===== config.mk =====
export PLATFORM = sky130hd
export DESIGN_NAME = booth_sequencer_flat
export DESIGN_NICKNAME = d
export VERILOG_FILES = /design/src/rtl/booth_pkg.sv /design/src/rtl/booth_sequencer_if.sv /design/src/rtl/booth_wdog.sv /design/src/rtl/booth_sequencer.sv /design/src/flat_wrapper.sv
export SDC_FILE = /design/constraint.sdc
export NUM_CORES = 1
export LEC_CHECK = 0
export BUFFER_PORTS_ARGS = -buffer_cell sky130_fd_sc_hd__buf_2
export CORE_UTILIZATION = 47
export CTS_BUF_LIST = sky130_fd_sc_hd__clkbuf_16
export DETAILED_ROUTE_END_ITERATION = 10
export HOLD_SLACK_MARGIN = 0.06
export PLACE_DENSITY = 0.75
export SKIP_CTS_REPAIR_TIMING = 1
export SLEW_MARGIN = 20
export SYNTH_ARGS = -nofsm -noshare
export SYNTH_HDL_FRONTEND = slang
export SYNTH_SLANG_ARGS = --single-unit

===== constraint.sdc =====
create_clock -name clk -period 2.4 [get_ports clk]
set_input_delay 0.12 -clock clk [delete_from_list [all_inputs] [get_ports clk]]
set_output_delay 0.12 -clock clk [all_outputs]
set_load 0.01 [all_outputs]

===== src/rtl/booth_pkg.sv =====
// Shared constants, FSM state encoding and the sign-extension helper
// used by the Booth multiplier sequencer.
package booth_pkg;

  localparam int DEF_W       = 8;
  localparam int DEF_DIN_W   = 14;
  localparam int DEF_TIMEOUT = 64;
  // Widest operand the sign-extension helper can handle.
  localparam int EXT_W       = 64;

  typedef enum logic [2:0] {
    ST_IDLE,
    ST_START,
    ST_LOAD_M,
    ST_LOAD_Q,
    ST_WAIT,
    ST_OUT
  } state_t;

  // Copy bit (width-1) of val into every bit position at or above width.
  function automatic logic [EXT_W-1:0] sign_extend(input logic [EXT_W-1:0] val,
                                                   input int              width);
    logic [EXT_W-1:0] upper_mask;
    logic             sign_bit;
    upper_mask = {EXT_W{1'b1}} << width;
    sign_bit   = |(val & (EXT_W'(1) << (width - 1)));
    return sign_bit ? (val | upper_mask) : (val & ~upper_mask);
  endfunction

endpackage


===== src/rtl/booth_sequencer_if.sv =====
// Operand, multiplier-control and result signals of the Booth sequencer.
// The slave modport is the sequencer; the master modport is its environment.
interface booth_sequencer_if
  import booth_pkg::*;
#(
  parameter int W     = DEF_W,
  parameter int DIN_W = DEF_DIN_W
);

  logic             op_valid;
  logic             op_ready;
  logic [W-1:0]     op_a;
  logic [W-1:0]     op_b;

  logic             mul_start;
  logic [DIN_W-1:0] mul_data;
  logic             mul_done;
  logic [2*W-1:0]   mul_prod;

  logic             res_valid;
  logic             res_ready;
  logic [2*W-1:0]   res_prod;
  logic             res_err;

  logic             busy;

  modport master (
    output op_valid, op_a, op_b, mul_done, mul_prod, res_ready,
    input  op_ready, mul_start, mul_data, res_valid, res_prod, res_err, busy
  );

  modport slave (
    input  op_valid, op_a, op_b, mul_done, mul_prod, res_ready,
    output op_ready, mul_start, mul_data, res_valid, res_prod, res_err, busy
  );

endinterface


===== src/rtl/booth_wdog.sv =====
// Watchdog for the WAIT state: counts enabled cycles from 0 and flags the
// cycle on which the count reaches TIMEOUT-1.
module booth_wdog
  import booth_pkg::*;
#(
  parameter int TIMEOUT = DEF_TIMEOUT
) (
  input  logic clk,
  input  logic rst_n,
  input  logic clr,
  input  logic en,
  output logic expired
);

  localparam int               CNT_W = (TIMEOUT > 2) ? $clog2(TIMEOUT) : 1;
  localparam logic [CNT_W-1:0] LAST  = CNT_W'(TIMEOUT - 1);

  logic [CNT_W-1:0] r_cnt;

  // Cycle counter: cleared outside WAIT, advances once per WAIT cycle.
  always_ff @(posedge clk or negedge rst_n) begin
    if (!rst_n) begin
      r_cnt <= '0;
    end else if (clr) begin
      r_cnt <= '0;
    end else if (en) begin
      r_cnt <= r_cnt + 1'b1;
    end
  end

  assign expired = en & (r_cnt == LAST);

endmodule


===== src/rtl/booth_sequencer.sv =====
// Sequencer that feeds a Booth multiplier: latches an operand pair, drives the
// start/load protocol, waits for done under a watchdog and presents the result.
module booth_sequencer
  import booth_pkg::*;
#(
  parameter int W       = DEF_W,
  parameter int DIN_W   = DEF_DIN_W,
  parameter int TIMEOUT = DEF_TIMEOUT
) (
  input logic               clk,
  input logic               rst_n,
  booth_sequencer_if.slave  bus
);

  state_t         r_state;
  state_t         w_next;
  logic [W-1:0]   r_a;
  logic [W-1:0]   r_b;
  logic [2*W-1:0] r_prod;
  logic           r_err;
  // Goes high on the first edge after reset so op_ready stays low during reset.
  logic           r_alive;
  logic           w_in_wait;
  logic           w_accept;
  logic           w_expired;

  assign w_in_wait = (r_state == ST_WAIT);
  assign w_accept  = bus.op_valid & bus.op_ready;

  booth_wdog #(.TIMEOUT(TIMEOUT)) u_wdog (
    .clk     (clk),
    .rst_n   (rst_n),
    .clr     (!w_in_wait),
    .en      (w_in_wait),
    .expired (w_expired)
  );

  // State register.
  always_ff @(posedge clk or negedge rst_n) begin
    if (!rst_n) begin
      r_state <= ST_IDLE;
    end else begin
      r_state <= w_next;
    end
  end

  // Operand latch on handshake; result capture on done (wins) or timeout.
  always_ff @(posedge clk or negedge rst_n) begin
    if (!rst_n) begin
      r_a     <= '0;
      r_b     <= '0;
      r_prod  <= '0;
      r_err   <= 1'b0;
      r_alive <= 1'b0;
    end else begin
      r_alive <= 1'b1;
      if (w_accept) begin
        r_a <= bus.op_a;
        r_b <= bus.op_b;
      end
      if (w_in_wait) begin
        if (bus.mul_done) begin
          r_prod <= bus.mul_prod;
          r_err  <= 1'b0;
        end else if (w_expired) begin
          r_prod <= '0;
          r_err  <= 1'b1;
        end
      end
    end
  end

  // Next-state logic and Moore outputs.
  always_comb begin
    w_next        = r_state;
    bus.op_ready  = 1'b0;
    bus.mul_start = 1'b0;
    bus.mul_data  = '0;
    bus.res_valid = 1'b0;
    bus.busy      = (r_state != ST_IDLE);
    case (r_state)
      ST_IDLE: begin
        bus.op_ready = r_alive;
        if (bus.op_valid && r_alive) w_next = ST_START;
      end
      ST_START: begin
        bus.mul_start = 1'b1;
        w_next        = ST_LOAD_M;
      end
      ST_LOAD_M: begin
        bus.mul_data = DIN_W'(sign_extend(EXT_W'(r_a), W));
        w_next       = ST_LOAD_Q;
      end
      ST_LOAD_Q: begin
        bus.mul_data = DIN_W'(sign_extend(EXT_W'(r_b), W));
        w_next       = ST_WAIT;
      end
      ST_WAIT: begin
        if (bus.mul_done || w_expired) w_next = ST_OUT;
      end
      ST_OUT: begin
        bus.res_valid = 1'b1;
        if (bus.res_ready) w_next = ST_IDLE;
      end
      default: w_next = ST_IDLE;
    endcase
  end

  assign bus.res_prod = r_prod;
  assign bus.res_err  = r_err;

endmodule


===== src/flat_wrapper.sv =====
// flat-port wrapper written by rule: the top's interface ports become plain ports
module booth_sequencer_flat import booth_pkg::*;
#(
  parameter int W       = DEF_W,
  parameter int DIN_W   = DEF_DIN_W,
  parameter int TIMEOUT = DEF_TIMEOUT
)
  (clk, rst_n, bus_op_valid, bus_op_a, bus_op_b, bus_mul_done, bus_mul_prod, bus_res_ready, bus_op_ready, bus_mul_start, bus_mul_data, bus_res_valid, bus_res_prod, bus_res_err, bus_busy);
  booth_sequencer_if #(.W(W), .DIN_W(DIN_W)) bus_i ();
  input logic clk;
  input logic rst_n;
  input wire logic [$bits(bus_i.op_valid)-1:0] bus_op_valid;
  input wire logic [$bits(bus_i.op_a)-1:0] bus_op_a;
  input wire logic [$bits(bus_i.op_b)-1:0] bus_op_b;
  input wire logic [$bits(bus_i.mul_done)-1:0] bus_mul_done;
  input wire logic [$bits(bus_i.mul_prod)-1:0] bus_mul_prod;
  input wire logic [$bits(bus_i.res_ready)-1:0] bus_res_ready;
  output wire logic [$bits(bus_i.op_ready)-1:0] bus_op_ready;
  output wire logic [$bits(bus_i.mul_start)-1:0] bus_mul_start;
  output wire logic [$bits(bus_i.mul_data)-1:0] bus_mul_data;
  output wire logic [$bits(bus_i.res_valid)-1:0] bus_res_valid;
  output wire logic [$bits(bus_i.res_prod)-1:0] bus_res_prod;
  output wire logic [$bits(bus_i.res_err)-1:0] bus_res_err;
  output wire logic [$bits(bus_i.busy)-1:0] bus_busy;
  assign bus_i.op_valid = bus_op_valid;
  assign bus_i.op_a = bus_op_a;
  assign bus_i.op_b = bus_op_b;
  assign bus_i.mul_done = bus_mul_done;
  assign bus_i.mul_prod = bus_mul_prod;
  assign bus_i.res_ready = bus_res_ready;
  assign bus_op_ready = bus_i.op_ready;
  assign bus_mul_start = bus_i.mul_start;
  assign bus_mul_data = bus_i.mul_data;
  assign bus_res_valid = bus_i.res_valid;
  assign bus_res_prod = bus_i.res_prod;
  assign bus_res_err = bus_i.res_err;
  assign bus_busy = bus_i.busy;
  booth_sequencer #(.W(W), .DIN_W(DIN_W), .TIMEOUT(TIMEOUT)) u_core (.clk(clk), .rst_n(rst_n), .bus(bus_i));
endmodule

# ---- Word-level counts from Yosys, hierarchy flattened
# Index checks and enable logic that the tools add are counted.
dict set report word_totals {
  regBits 43
  in_bits 37
  output_inout_bits 35
  word_cells 41
}
dict set report op_classes {
  add_sub_neg 1
  n_eq_ne 9
  n_mux 15
  n_bitwise 2
  n_reduce_logical 7
}
# operator count
set op_table {}
lappend op_table {{$mux 16} 2}
lappend op_table {{$mux 14} 2}
lappend op_table {{$pmux 14 s2} 1}
lappend op_table {{$pmux 3 s6} 1}
lappend op_table {{$mux 3} 3}
lappend op_table {{$add 6x1->6 const B} 1}
lappend op_table {{$eq 3x2->1 const B} 2}
lappend op_table {{$eq 3x3->1 const B} 2}
lappend op_table {{$eq 6x6->1 const B} 1}
lappend op_table {{$mux 6} 1}
lappend op_table {{$mux 1} 5}
lappend op_table {{$ne 2x1->1 const B} 2}
lappend op_table {{$eq 3x1->1 const B} 1}
lappend op_table {{$logic_not 3->1} 1}
lappend op_table {{$reduce_and 3->1} 1}
lappend op_table {{$reduce_bool 3->1} 1}
lappend op_table {{$and 1x1->1} 2}
lappend op_table {{$ne 2x2->1 const B} 1}
lappend op_table {{$reduce_and 2->1} 1}
lappend op_table {{$reduce_bool 2->1} 1}
lappend op_table {{$logic_and 1x1->1} 1}
lappend op_table {{$logic_or 1x1->1} 1}

# ---- Depth between registers and ports, before layout
# Gate-level depths: netlist of the first run.
dict set report logic_depth {
  ltp_word 5
  ltp_mapped 5
  ltp_nobuf 4
}

# ---- Modules after synthesis
# Synthesis of the first run repeated with hierarchy kept, for this count alone.
dict set report hier_totals {
  cells_unflattened 151
  hier_area_um2 1946.9
}
# mod n_inst cells_per_inst area_each_um2
set modules_own_cells {}
lappend modules_own_cells {booth_sequencer 1 123 1656.6}
lappend modules_own_cells {booth_wdog 1 28 290.3}

# ---- Worst setup path before layout of the first run
# Ideal clock, no wire load.
dict set report synth_timing {
  path_kind {register -> register}
  start {register u_core.r_state[1]}
  end {register u_core.r_a[0]}
  arrival_ns 1.490
  t_required_ns 2.275
  setup_slack_ns 0.785
  stages_incl_launch_ff 6
  n_path_buf 2
  period_less_slack_ns 1.615
  cell_sequence {dfrtp_1 buf_4 or3_4 nor2_8 buf_12 mux2_4}
}
dict set report synth_via {
  elab_chain_len 3
}
# element line
set synth_lines {}
lappend synth_lines {{from (decl)} booth_sequencer.sv:15} ;# state_t r_state;
lappend synth_lines {{from (signal assigned)} booth_sequencer.sv:43} ;# r_state <= w_next;
lappend synth_lines {{$logic_not 3->1} booth_sequencer.sv:81} ;# case (r_state)
lappend synth_lines {{$mux 1} booth_sequencer.sv:81}
lappend synth_lines {{$and 1x1->1} booth_sequencer.sv:28} ;# assign w_accept = bus.op_valid & bus.op_ready;
lappend synth_lines {{to (signal assigned)} booth_sequencer.sv:58} ;# r_a <= bus.op_a;
lappend synth_lines {{to (decl)} booth_sequencer.sv:17} ;# logic [W-1:0] r_a;
# Every way passes these cells.
# A chain may end at the register's enable or synchronous reset.

# ---- Worst setup path after layout of the first run
dict set report layout_timing {
  start {register u_core.r_state[2]}
  end {register u_core.r_a[5]}
}
# Same word-level chain as after synthesis.

==> results.env, run 1 <==
STATUS='complete, but fails checks'
VIOLATIONS='hold timing'
LIBRARY_CELL_USED_AS_CLOCK_ROOT_BUFFER='sky130_fd_sc_hd__clkbuf_16'
R2R.WORST_PATH.CELLS=3
INITIAL_CORE_UTILIZATION_PCT=48.8
GLOBALPLACE.CONGESTION=0.772
CLK-INSERTION-DELAY-LATE_NS=0.28
FIRST_GLOBAL_VIAS=1667
SETUP_TNS_NS=0
TRITONCTS='built'
HOLD_VIOL=31
REG2REG_SETUP_SLACK_NS=0.66
GLOBALROUTE.TOTALOVERFLOW=0
WORST-PATH-MAX-FANOUT=16
TRITONCTS.NUM_BUFFERS=5
SYNTH_LARGEST_AREA_CELL='sky130_fd_sc_hd__dfrtp_1'
COREAREA_UM2=4350
CLOCK_SINKS=43
CLK_PIN_SLEW_NS=0.06
DIEWIDTH_UM=69.3
WORSTPATHCELLLIST='or3_4, nor2_8, mux2_2'
MAPPEDNETLISTNETS=235
DETAILROUTE.VIA_COUNT=1634
FINALCRITICALPERIOD_NS=1.74
FINAL_NET_COUNT=297
DESIGN.DIE.AREA_UM2=4800
CELLPOWERDENSITY_nW_PER_UM2=1170
DIODES=0
COMB_POWER_SHARE_PCT=39.4
CPPEAKSTAGEDELAY_NS=0.46
REPORT.FINAL.SETUP_VIOL=0
HOLD_WS_NS=-0.0235
POST_DRT_WL_PER_CELL_UM=13.5
ANT_NETS=0
WIRE_LENGTH_OF_THE_FIRST_GLOBAL_ROUTING_PASS_UM=7380
PORTBUFFERS=71
GRT_START_MAX_NET_PINS=44
WORST-ENDPOINT-REQUIRED_NS=2.56
YOSYS_WARNINGS=0
MAXIMUM_OPERATING_FREQUENCY_MHz=576
WORST_MARGIN_PIN_SLEW_NS=0.927
POST_ROUTE_CELLS_DRIVE_ABOVE_1_SHARE_PCT=36.9
CELLLEAKAGEPOWER_nW=1.30
CTS.HTREE.LEVELS=2
RSZ0062_AT_GRT='no'
CP_LAUNCH_TYPE='register'
GLOBAL_ROUTE.USAGE.TOTAL_PCT=19.1
DETAILED_PLACE_HPWL_UM=2930
FLOORPLAN_ROW_COUNT=24
SYNTH.DISTINCT_CELLS=31
R2R_START='u_core.r_state[2]'
POST_SYNTH.CELL_AREA_AVG_UM2=10.8
AVGVIACOUNTPERCELL=5.24
VDD_IR_DROP_MAX_mV=0.587
POST_SYNTH_INSTANCE_AREA_UM2=2130
PATH_CLASS='reg2reg'
SYNTH_LARGEST_TYPE_AREA_FRACTION_PCT=50.6
POWER.INTERNAL_W=0.00196
AREA_GROWTH_SYN_TO_LAYOUT_PCT=21.5
ANTENNA_FOUND_INITIAL=0
FINAL.SETUP_SKEW_NS=0.00336
REGTOREGENDPOINT='u_core.r_a[5]'
CRIT_ARRIVAL_NS=1.90
SYNTHTOPCELLSBYAREA='sky130_fd_sc_hd__dfrtp_1 51%, sky130_fd_sc_hd__o211ai_1 11%, sky130_fd_sc_hd__mux2_4 7.1%'
FINALMAXSLEWVIOLATIONS=0
CLOCK_POWER_SHARE_PCT=20.8
POST-ROUTE-DRC-COUNT=0
SEQUENTIAL_POWER_SHARE_PCT=39.7
TIMING.MAX_CAP.VIOLATIONS=0
FLOORPLAN.IO_PINS=72
DRT_ITER0_MARKERS=74
DRTPASS1ITERATIONS=4
CLK_PATH_BUF_DEPTH=2
DP_SLACK_NS=0.678
FLOORPLAN.DIE.HEIGHT_UM=69.3
CP_SLOWEST_CELL='sky130_fd_sc_hd__or3_4'
WORST_HOLD_PATH_TYPE='in2async'
SLEW_HEADROOM_PCT=38.2
SEQ_AREA_FRAC_SYNTH_PCT=50.6
POWER.NET_SWITCHING_W=0.00105
SYNTHESIS.INSTANCES=197
ELEMENT_TYPE_AT_THE_CRITICAL_PATH_END='register'
WORST_SLACK_NS=0.663
FINAL_MIN_PERIOD_OVER_CLOCK_PERIOD_PCT=72.4
YOSYS_REGISTER_BITS=43
WIRELENGTH_UM=4220
NETSWITCHINGFRACTION_PCT=34.9
## through the flow
step	total power, W	hold slack [ns]	cell area, µm²	util [%]	cells
after floorplan	0.00208	-0.176	2130	-	197
after global placement	0.00236	0.326	2450	56.2	304
after detailed placement	0.00240	0.321	2450	56.2	304
after CTS	0.00305	0.0238	2580	59.3	312
after global routing	0.00322	0.0624	2580	59.3	312
final	0.00301	-0.0235	2580	59.3	312
## power groups by stage
stage | clock network (W) | registers (W) | logic (W)
floorplan | 0 | 0.00118 | 0.000895
global placement | 0 | 0.00119 | 0.00117
detailed placement | 0 | 0.00120 | 0.00120
CTS | 0.000644 | 0.00119 | 0.00121
global route | 0.000681 | 0.00123 | 0.00131
finish | 0.000628 | 0.00120 | 0.00119
## sequential cells by signal (all words and copies together), names as in the netlist
| signal | count |
|---|---|
| u_core.bus.res_prod | 16 |
| u_core.bus.res_err | 1 |
| u_core.r_state | 3 |
| u_core.r_a | 8 |
| u_core.r_alive | 1 |
| u_core.r_b | 8 |
| u_core.u_wdog.r_cnt | 6 |
## how the worst max path moves through the flow
stage                     slack, ns               to  cells after the start         startpoint
after floorplan                0.79    u_core.r_a[0]                      5  u_core.r_state[1]
after global placement         0.70    u_core.r_b[5]                      3  u_core.r_state[2]
after detailed placement       0.68    u_core.r_b[5]                      3  u_core.r_state[2]
after CTS                      0.64    u_core.r_a[5]                      3  u_core.r_state[2]
after global routing           0.55  bus_mul_data[7]                      3  u_core.r_state[2]
final                          0.66    u_core.r_a[5]                      3  u_core.r_state[2]
## critical path: cells and delay by family (launching register included)
family | cells | cell delay, ns
and+or+nand+nor | 2 | 0.78
DFF | 1 | 0.45
muxes | 1 | 0.39
## cell families after synthesis
kind of cell             Yosys count  synth area share, %
flip-flops                        43                 50.6
adder cells (fa/ha/maj)            1                0.588
multiplexers                      24                 14.0
buffers and inverters             36                 8.42
AND/OR/NAND/NOR                   48                 10.8
AO/OA/AOI/OAI                     40                 13.7
XOR/XNOR                           4                 1.65
other                              1                0.176
## Yosys cell counts, drive strengths merged
library cell	count
dfrtp	43
o211ai	32
nand2	21
inv	18
mux2	16
nor2	15
buf	9
clkbuf	8
mux2i	8
a21oi	3
nand3	3
nor3	2
nor3b	2
o21ai	2
or3	2
xnor2	2
xor2	2
and2	1
clkinv	1
conb	1
ha	1
nand2b	1
o211a	1
o21a	1
o32ai	1
or3b	1
## layout by cell type, fill, tap and decap left out, drive strengths merged
| cell type | Yosys | final |
|---|---|---|
| xor2 | 2 | 2 |
| o21ai | 2 | 2 |
| xnor2 | 2 | 2 |
| a21oi | 3 | 3 |
| nand2 | 21 | 21 |
| ha | 1 | 1 |
| o211ai | 32 | 32 |
| nand2b | 1 | 1 |
| mux2 | 16 | 16 |
| o32ai | 1 | 1 |
| and2 | 1 | 1 |
| or3b | 1 | 1 |
| clkbuf | 8 | 5 |
| nor2 | 15 | 15 |
| buf | 9 | 72 |
| or3 | 2 | 2 |
| dfrtp | 43 | 43 |
| o21a | 1 | 1 |
| inv | 18 | 20 |
| clkinv | 1 | 2 |
| conb | 1 | 1 |
| nand3 | 3 | 3 |
| nor3 | 2 | 2 |
| mux2i | 8 | 8 |
| nor3b | 2 | 2 |
| o211a | 1 | 1 |
## layout make-up
| type | count | area [µm²] |
|---|---|---|
| multi-input cells | 118 | 871 |
| clock buffers | 5 | 125 |
| fillers | 367 | 1770 |
| repair buffers | 72 | 363 |
| clock inverters | 3 | 12.5 |
| well taps | 52 | 65.1 |
| flip-flops and latches | 43 | 1080 |
| inverters | 19 | 71.3 |
## layer usage
metal | global-route usage, % | vias up | part of all wire, % | wire (µm)
met5 | 0 | - | 0 | 0
met4 | 6.58 | 0 | 1.4 | 58
met3 | 4.94 | 6 | 3.7 | 157
met2 | 31.2 | 48 | 49 | 2080
met1 | 24.6 | 783 | 46 | 1920
li1 | - | 797 | - | -
(Power assumes the default switching activity.)
==> inputs of run 2 (changes only) <==
==> constraint.sdc (replaced) <==
create_clock -name clk -period 1.6 [get_ports clk]
set_input_delay 0.08 -clock clk [delete_from_list [all_inputs] [get_ports clk]]
set_output_delay 0.08 -clock clk [all_outputs]
set_load 0.01 [all_outputs]
==> results.env, run 2 (synthesis results as in run 1) <==
WORST_HOLD_PATH_TYPE='in2reg'  # was in2async
DETAILROUTE.VIA_COUNT=1746  # was 1634
FINALMAXSLEWVIOLATIONS=0  # unchanged
COREAREA_UM2=4350  # unchanged
REPORT.FINAL.SETUP_VIOL=9  # was 0
POWER.INTERNAL_W=0.00311  # was 0.00196 W
AVGVIACOUNTPERCELL=5.06  # was 5.24
VIOLATIONS='setup timing'  # was hold timing
HOLD_WS_NS=0.0615  # was -0.0235 ns
POWER.TOTAL_W=0.00473  # was 0.00301 W
GLOBALPLACE.CONGESTION=0.728  # was 0.772
STATUS='complete, but fails checks'  # unchanged
DP_SLACK_NS=-0.0115  # was 0.678 ns
FLOORPLAN.IO_PINS=72  # unchanged
FINALCRITICALPERIOD_NS=1.61  # was 1.74 ns
CLK_PIN_SLEW_NS=0.06  # about the same
TRITONCTS.NUM_BUFFERS=5  # unchanged
DESIGN.DIE.AREA_UM2=4800  # unchanged
LAYOUT.AREA.SEQ_UM2=1080  # unchanged
INITIAL_CORE_UTILIZATION_PCT=48.8  # unchanged
CLK_PATH_BUF_DEPTH=2  # unchanged
WIRE_LENGTH_OF_THE_FIRST_GLOBAL_ROUTING_PASS_UM=7490  # was 7380 µm
ANT_NETS=0  # unchanged
TIMING.MAX_CAP.VIOLATIONS=0  # unchanged
NETSWITCHINGFRACTION_PCT=34.3  # was 34.9%
FIRST_GLOBAL_VIAS=1678  # was 1667
PORTBUFFERS=71  # unchanged
FINAL.SETUP_SKEW_NS=0.00165  # was 0.00336 ns
WORST-PATH-MAX-FANOUT=8  # was 16
GLOBALROUTE.TOTALOVERFLOW=0  # unchanged
TRITONCTS='built'  # unchanged
FINAL_MIN_PERIOD_OVER_CLOCK_PERIOD_PCT=101  # was 72.4%
STARTPOINT='u_core.r_state[0]'  # was u_core.r_state[2]
MAXIMUM_OPERATING_FREQUENCY_MHz=621  # was 576 MHz
POST-ROUTE-DRC-COUNT=0  # unchanged
CP_LAUNCH_TYPE='register'  # unchanged
CTS.HTREE.LEVELS=2  # unchanged
POST_ROUTE_CELLS_DRIVE_ABOVE_1_SHARE_PCT=38.9  # was 36.9%
LARGEST_REG_FLOPS=16  # unchanged
WIRELENGTH_UM=4680  # was 4220 µm
CRIT_ARRIVAL_NS=1.77  # was 1.90 ns
RSZ0062_AT_GRT='yes'  # was no
SEQUENTIAL_POWER_SHARE_PCT=36.8  # was 39.7%
FINAL_NET_COUNT=330  # was 297
ANTENNA_FOUND_INITIAL=0  # unchanged
PATH_CLASS='reg2reg'  # unchanged
GRT_START_MAX_NET_PINS=44  # unchanged
GLOBAL_ROUTE.USAGE.TOTAL_PCT=19.6  # was 19.1%
WORST_SLACK_NS=-0.0102  # was 0.663 ns
SETUP_TNS_NS=-0.0419  # was 0 ns
AREA_GROWTH_SYN_TO_LAYOUT_PCT=36.8  # was 21.5%
CLOCK_SINKS=43  # unchanged
POST_DRT_WL_PER_CELL_UM=13.6  # was 13.5 µm
CELLPOWERDENSITY_nW_PER_UM2=1630  # was 1170 nW/µm²
R2R_START='u_core.r_state[0]'  # was u_core.r_state[2]
DRT_ITER0_MARKERS=59  # was 74
ELEMENT_TYPE_AT_THE_CRITICAL_PATH_END='register'  # unchanged
LAYOUT_COMMONEST_CELL='sky130_fd_sc_hd__buf_2'  # unchanged
HOLD_PATH_STARTPOINT='bus_mul_prod[13]'
WORST_MARGIN_PIN_SLEW_NS=0.559  # was 0.927 ns
DIEWIDTH_UM=69.3  # unchanged
DIODES=0  # unchanged
SLEW_HEADROOM_PCT=62.7  # was 38.2%
FLOORPLAN_ROW_COUNT=24  # unchanged
LIBRARY_CELL_USED_AS_CLOCK_ROOT_BUFFER='sky130_fd_sc_hd__clkbuf_16'  # unchanged
WORST-ENDPOINT-REQUIRED_NS=1.76  # was 2.56 ns
DRTPASS1ITERATIONS=4  # unchanged
COMB_POWER_SHARE_PCT=43.0  # was 39.4%
POWER.NET_SWITCHING_W=0.00162  # was 0.00105 W
HOLD_VIOL=0  # was 31
FILLCELLCOUNT=325  # was 367
FLOORPLAN.DIE.HEIGHT_UM=69.3  # unchanged
COMBINED_AREA_OF_THE_MULTI_INPUT_LOGIC_CELLS_UM2=878  # was 871 µm²
LAYOUT.CELLS.MOST_COMMON_LIST='71 x sky130_fd_sc_hd__buf_2, 43 x sky130_fd_sc_hd__dfrtp_1, 32 x sky130_fd_sc_hd__o211ai_1'  # unchanged
FINAL_CORE_UTILIZATION_PCT=66.8  # was 59.3%
CELLLEAKAGEPOWER_nW=1.45  # was 1.30 nW
CLK-INSERTION-DELAY-LATE_NS=0.28  # about the same
VDD_IR_DROP_MAX_mV=0.836  # was 0.587 mV
CLOCK_POWER_SHARE_PCT=20.2  # was 20.8%
DETAILED_PLACE_HPWL_UM=3100  # was 2930 µm
## run 2: cell count changes in the layout (fill, tap and decap cells not counted), sizes merged
cell,before,now
dlygate4sd3,0,17
inv,20,18
buf,72,88
clkinvlp,0,1
clkinv,2,3
## run 2: metrics by stage
step,std cells,instance area [µm²]
2_1_floorplan,197,2130
3_3_place_gp,316,2550
3_5_place_dp,316,2550
4_1_cts,324,2690
5_1_grt,345,2910
6_report,345,2910
## run 2: area by class of cell
type | instances | share of cell area (%)
flip-flops and latches | 43 | 37.0
inverters | 19 | 2.45
clock inverters | 3 | 0.516
repair buffers | 105 | 23.3
clock buffers | 5 | 4.30
well taps | 52 | 2.24
multi-input cells | 118 | 30.2
## run 2: power by group through the flow
stage          sequential, W  combinational [W]  clock, W
4_1_cts              0.00173            0.00196  0.000981
2_1_floorplan        0.00177            0.00134         0
6_report             0.00174            0.00203  0.000958
5_1_grt              0.00179            0.00224   0.00104
3_5_place_dp         0.00175            0.00195         0
3_3_place_gp         0.00173            0.00191         0
## run 2: routing by layer
| metal | vias up | share of wire, % | global-route usage [%] |
|---|---|---|---|
| met2 | 39 | 52 | 33.7 |
| met5 | - | 0 | 0 |
| met1 | 826 | 43 | 24.3 |
| li1 | 873 | - | - |
| met3 | 8 | 3.2 | 4.65 |
| met4 | 0 | 1.4 | 6.58 |
## run 2: worst paths after layout
path	endpoint	cells after the start	slack (ns)
worst max-delay path	u_core.r_b[2]	4	-0.01
worst min-delay path	u_core.bus.res_prod[13]	3	0.06
worst max register to register	u_core.r_b[2]	4	-0.01
worst min register to register	u_core.u_wdog.r_cnt[0]	1	0.49
max in group asynchronous	u_core.bus.res_prod[3]	3	0.81
min in group asynchronous	u_core.r_alive	3	0.41
## run 2: worst max-delay path, cell delays in order (launching register included)
cell,delay (ns)
sky130_fd_sc_hd__dfrtp_1,0.41
sky130_fd_sc_hd__or3_4,0.42
sky130_fd_sc_hd__nor2_8,0.20
sky130_fd_sc_hd__buf_12,0.16
sky130_fd_sc_hd__mux2_4,0.30
==> inputs of run 3 (changes only) <==
==> constraint.sdc (replaced) <==
create_clock -name clk -period 1.9 [get_ports clk]
set_input_delay 0.095 -clock clk [delete_from_list [all_inputs] [get_ports clk]]
set_output_delay 0.095 -clock clk [all_outputs]
set_load 0.01 [all_outputs]
==> results.env, run 3 (synthesis results as in run 1) <==
TRITONCTS.NUM_BUFFERS=5  # unchanged
AVGVIACOUNTPERCELL=5.08  # was 5.06
FINALCRITICALPERIOD_NS=1.75  # was 1.61 ns
DESIGN.DIE.AREA_UM2=4800  # unchanged
GLOBALPLACE.CONGESTION=0.749  # was 0.728
AREA_GROWTH_SYN_TO_LAYOUT_PCT=31.3  # was 36.8%
CLK_PIN_SLEW_NS=0.06  # about the same
CELLLEAKAGEPOWER_nW=1.40  # was 1.45 nW
FLOORPLAN.IO_PINS=72  # unchanged
FLOORPLAN_ROW_COUNT=24  # unchanged
WORST-PATH-MAX-FANOUT=16  # was 8
TRITONCTS='built'  # unchanged
VDD_IR_DROP_MAX_mV=0.760  # was 0.836 mV
WORST-ENDPOINT-REQUIRED_NS=2.06  # was 1.76 ns
CELLPOWERDENSITY_nW_PER_UM2=1390  # was 1630 nW/µm²
SETUP_TNS_NS=0  # was -0.0419 ns
PATH_CLASS='reg2reg'  # unchanged
GRT_START_MAX_NET_PINS=34  # was 44
FINAL_MIN_PERIOD_OVER_CLOCK_PERIOD_PCT=92.2  # was 101%
DETAILED_PLACE_HPWL_UM=3260  # was 3100 µm
WORST_MARGIN_PIN_SLEW_NS=0.740  # was 0.559 ns
REPORT.FINAL.SETUP_VIOL=0  # was 9
DP.CELLS=313  # was 316
CRIT_ARRIVAL_NS=1.91  # was 1.77 ns
CLK_PATH_BUF_DEPTH=2  # unchanged
FINAL.SETUP_SKEW_NS=0.00246  # was 0.00165 ns
POST_DRT_WL_PER_CELL_UM=14.5  # was 13.6 µm
POWER.TOTAL_W=0.00389  # was 0.00473 W
ANTENNA_FOUND_INITIAL=0  # unchanged
GLOBAL_ROUTE.USAGE.TOTAL_PCT=20.2  # was 19.6%
FLOORPLAN.DIE.HEIGHT_UM=69.3  # unchanged
WIRELENGTH_UM=4860  # was 4680 µm
INITIAL_CORE_UTILIZATION_PCT=48.8  # unchanged
LIBRARY_CELL_USED_AS_CLOCK_ROOT_BUFFER='sky130_fd_sc_hd__clkbuf_16'  # unchanged
STATUS='finished, final reports clean'  # was complete, but fails checks
FINAL_NET_COUNT=320  # was 330
LAYOUT_COMMONEST_CELL='sky130_fd_sc_hd__buf_2'  # unchanged
RSZ0062_AT_GRT='no'  # was yes
ELEMENT_TYPE_AT_THE_CRITICAL_PATH_END='register'  # unchanged
FILLCELLCOUNT=363  # was 325
WORST_HOLD_PATH_TYPE='in2reg'  # unchanged
CTS.HTREE.LEVELS=2  # unchanged
DETAILROUTE.VIA_COUNT=1701  # was 1746
FIRST_GLOBAL_VIAS=1625  # was 1678
LARGEST_REG_FLOPS=16  # unchanged
CLOCK_SINKS=43  # unchanged
CP_LAUNCH_TYPE='register'  # unchanged
GLOBALROUTE.TOTALOVERFLOW=0  # unchanged
LAYOUT.CELLS.MOST_COMMON_LIST='71 x sky130_fd_sc_hd__buf_2, 43 x sky130_fd_sc_hd__dfrtp_1, 32 x sky130_fd_sc_hd__o211ai_1'  # unchanged
DIODES=0  # unchanged
FINAL_CELL_COUNT_NO_FILL=335  # was 345
HOLD_VIOL=0  # unchanged
ANT_NETS=0  # unchanged
COREAREA_UM2=4350  # unchanged
TIMING.MAX_CAP.VIOLATIONS=0  # unchanged
DIEWIDTH_UM=69.3  # unchanged
POST_ROUTE_CELLS_DRIVE_ABOVE_1_SHARE_PCT=37.1  # was 38.9%
WIRE_LENGTH_OF_THE_FIRST_GLOBAL_ROUTING_PASS_UM=7670  # was 7490 µm
CLK-INSERTION-DELAY-LATE_NS=0.28  # about the same
POST-ROUTE-DRC-COUNT=0  # unchanged
DRT_ITER0_MARKERS=77  # was 59
MAXIMUM_OPERATING_FREQUENCY_MHz=571  # was 621 MHz
SLEW_HEADROOM_PCT=50.7  # was 62.7%
DRTPASS1ITERATIONS=5  # was 4
FINALMAXSLEWVIOLATIONS=0  # unchanged
PORTBUFFERS=71  # unchanged
[run 3: cell count changes in the layout (fill, tap and decap cells not counted), sizes merged]
| cell | previous run | this run |
|---|---|---|
| buf | 88 | 81 |
| clkinv | 3 | 2 |
| clkinvlp | 1 | 0 |
| dlygate4sd3 | 17 | 14 |
| inv | 18 | 20 |
[run 3: critical path, cell delays in order (launching register included)]
cell and delay [ns]:
sky130_fd_sc_hd__dfrtp_1 0.45, sky130_fd_sc_hd__or3_4 0.46, sky130_fd_sc_hd__nor2_8 0.34, sky130_fd_sc_hd__mux2_2 0.38
[run 3: final timing paths]
path                               startpoint            endpoint  slack (ns)  cells past startpoint
max in group asynchronous               rst_n       u_core.r_b[2]        0.90                      3
max reg2reg                 u_core.r_state[2]       u_core.r_a[6]        0.15                      3
max                         u_core.r_state[2]       u_core.r_a[6]        0.15                      3
min reg2reg                u_core.bus.res_err  u_core.bus.res_err        0.49                      1
min in group asynchronous               rst_n       u_core.r_b[7]        0.41                      2
min                               bus_op_b[0]       u_core.r_b[0]        0.06                      2
[run 3: layout make-up]
cell class | count | area (µm²) | area share, %
Clock buffer | 5 | 125 | 4.48
Sequential cell | 43 | 1080 | 38.5
Inverter | 19 | 71.3 | 2.55
Multi-Input combinational cell | 118 | 871 | 31.2
Tap cell | 52 | 65.1 | 2.33
Timing Repair Buffer | 95 | 571 | 20.4
Clock inverter | 3 | 12.5 | 0.448
[run 3: per-layer routing]
metal	track usage (%)	vias to the layer above	share of wire [%]
met2	32.1	42	49
met5	0	-	0
met1	28.4	811	47
met3	3.34	5	2.7
li1	-	843	-
met4	6.12	0	0.88
[run 3: stage by stage]
| stage | util [%] | cell area [µm²] | hold WS [ns] | setup slack, ns |
|---|---|---|---|---|
| after global placement | 57.7 | 2510 | 0.198 | 0.211 |
| final | 64.1 | 2790 | 0.0553 | 0.149 |
| after global routing | 64.1 | 2790 | 0.0627 | 0.0903 |
| after CTS | 60.9 | 2650 | -0.0879 | 0.158 |
| after floorplan | - | 2130 | -0.201 | 0.285 |
| after detailed placement | 57.7 | 2510 | 0.206 | 0.163 |
[run 3: power by group]
part | internal, W | leakage (nW) | switching [W] | total, W
clock | 0.000475 | 0.0762 | 0.000328 | 0.000803
combinational | 0.000797 | 0.837 | 0.000788 | 0.00158
sequential | 0.00125 | 0.486 | 0.000255 | 0.00150
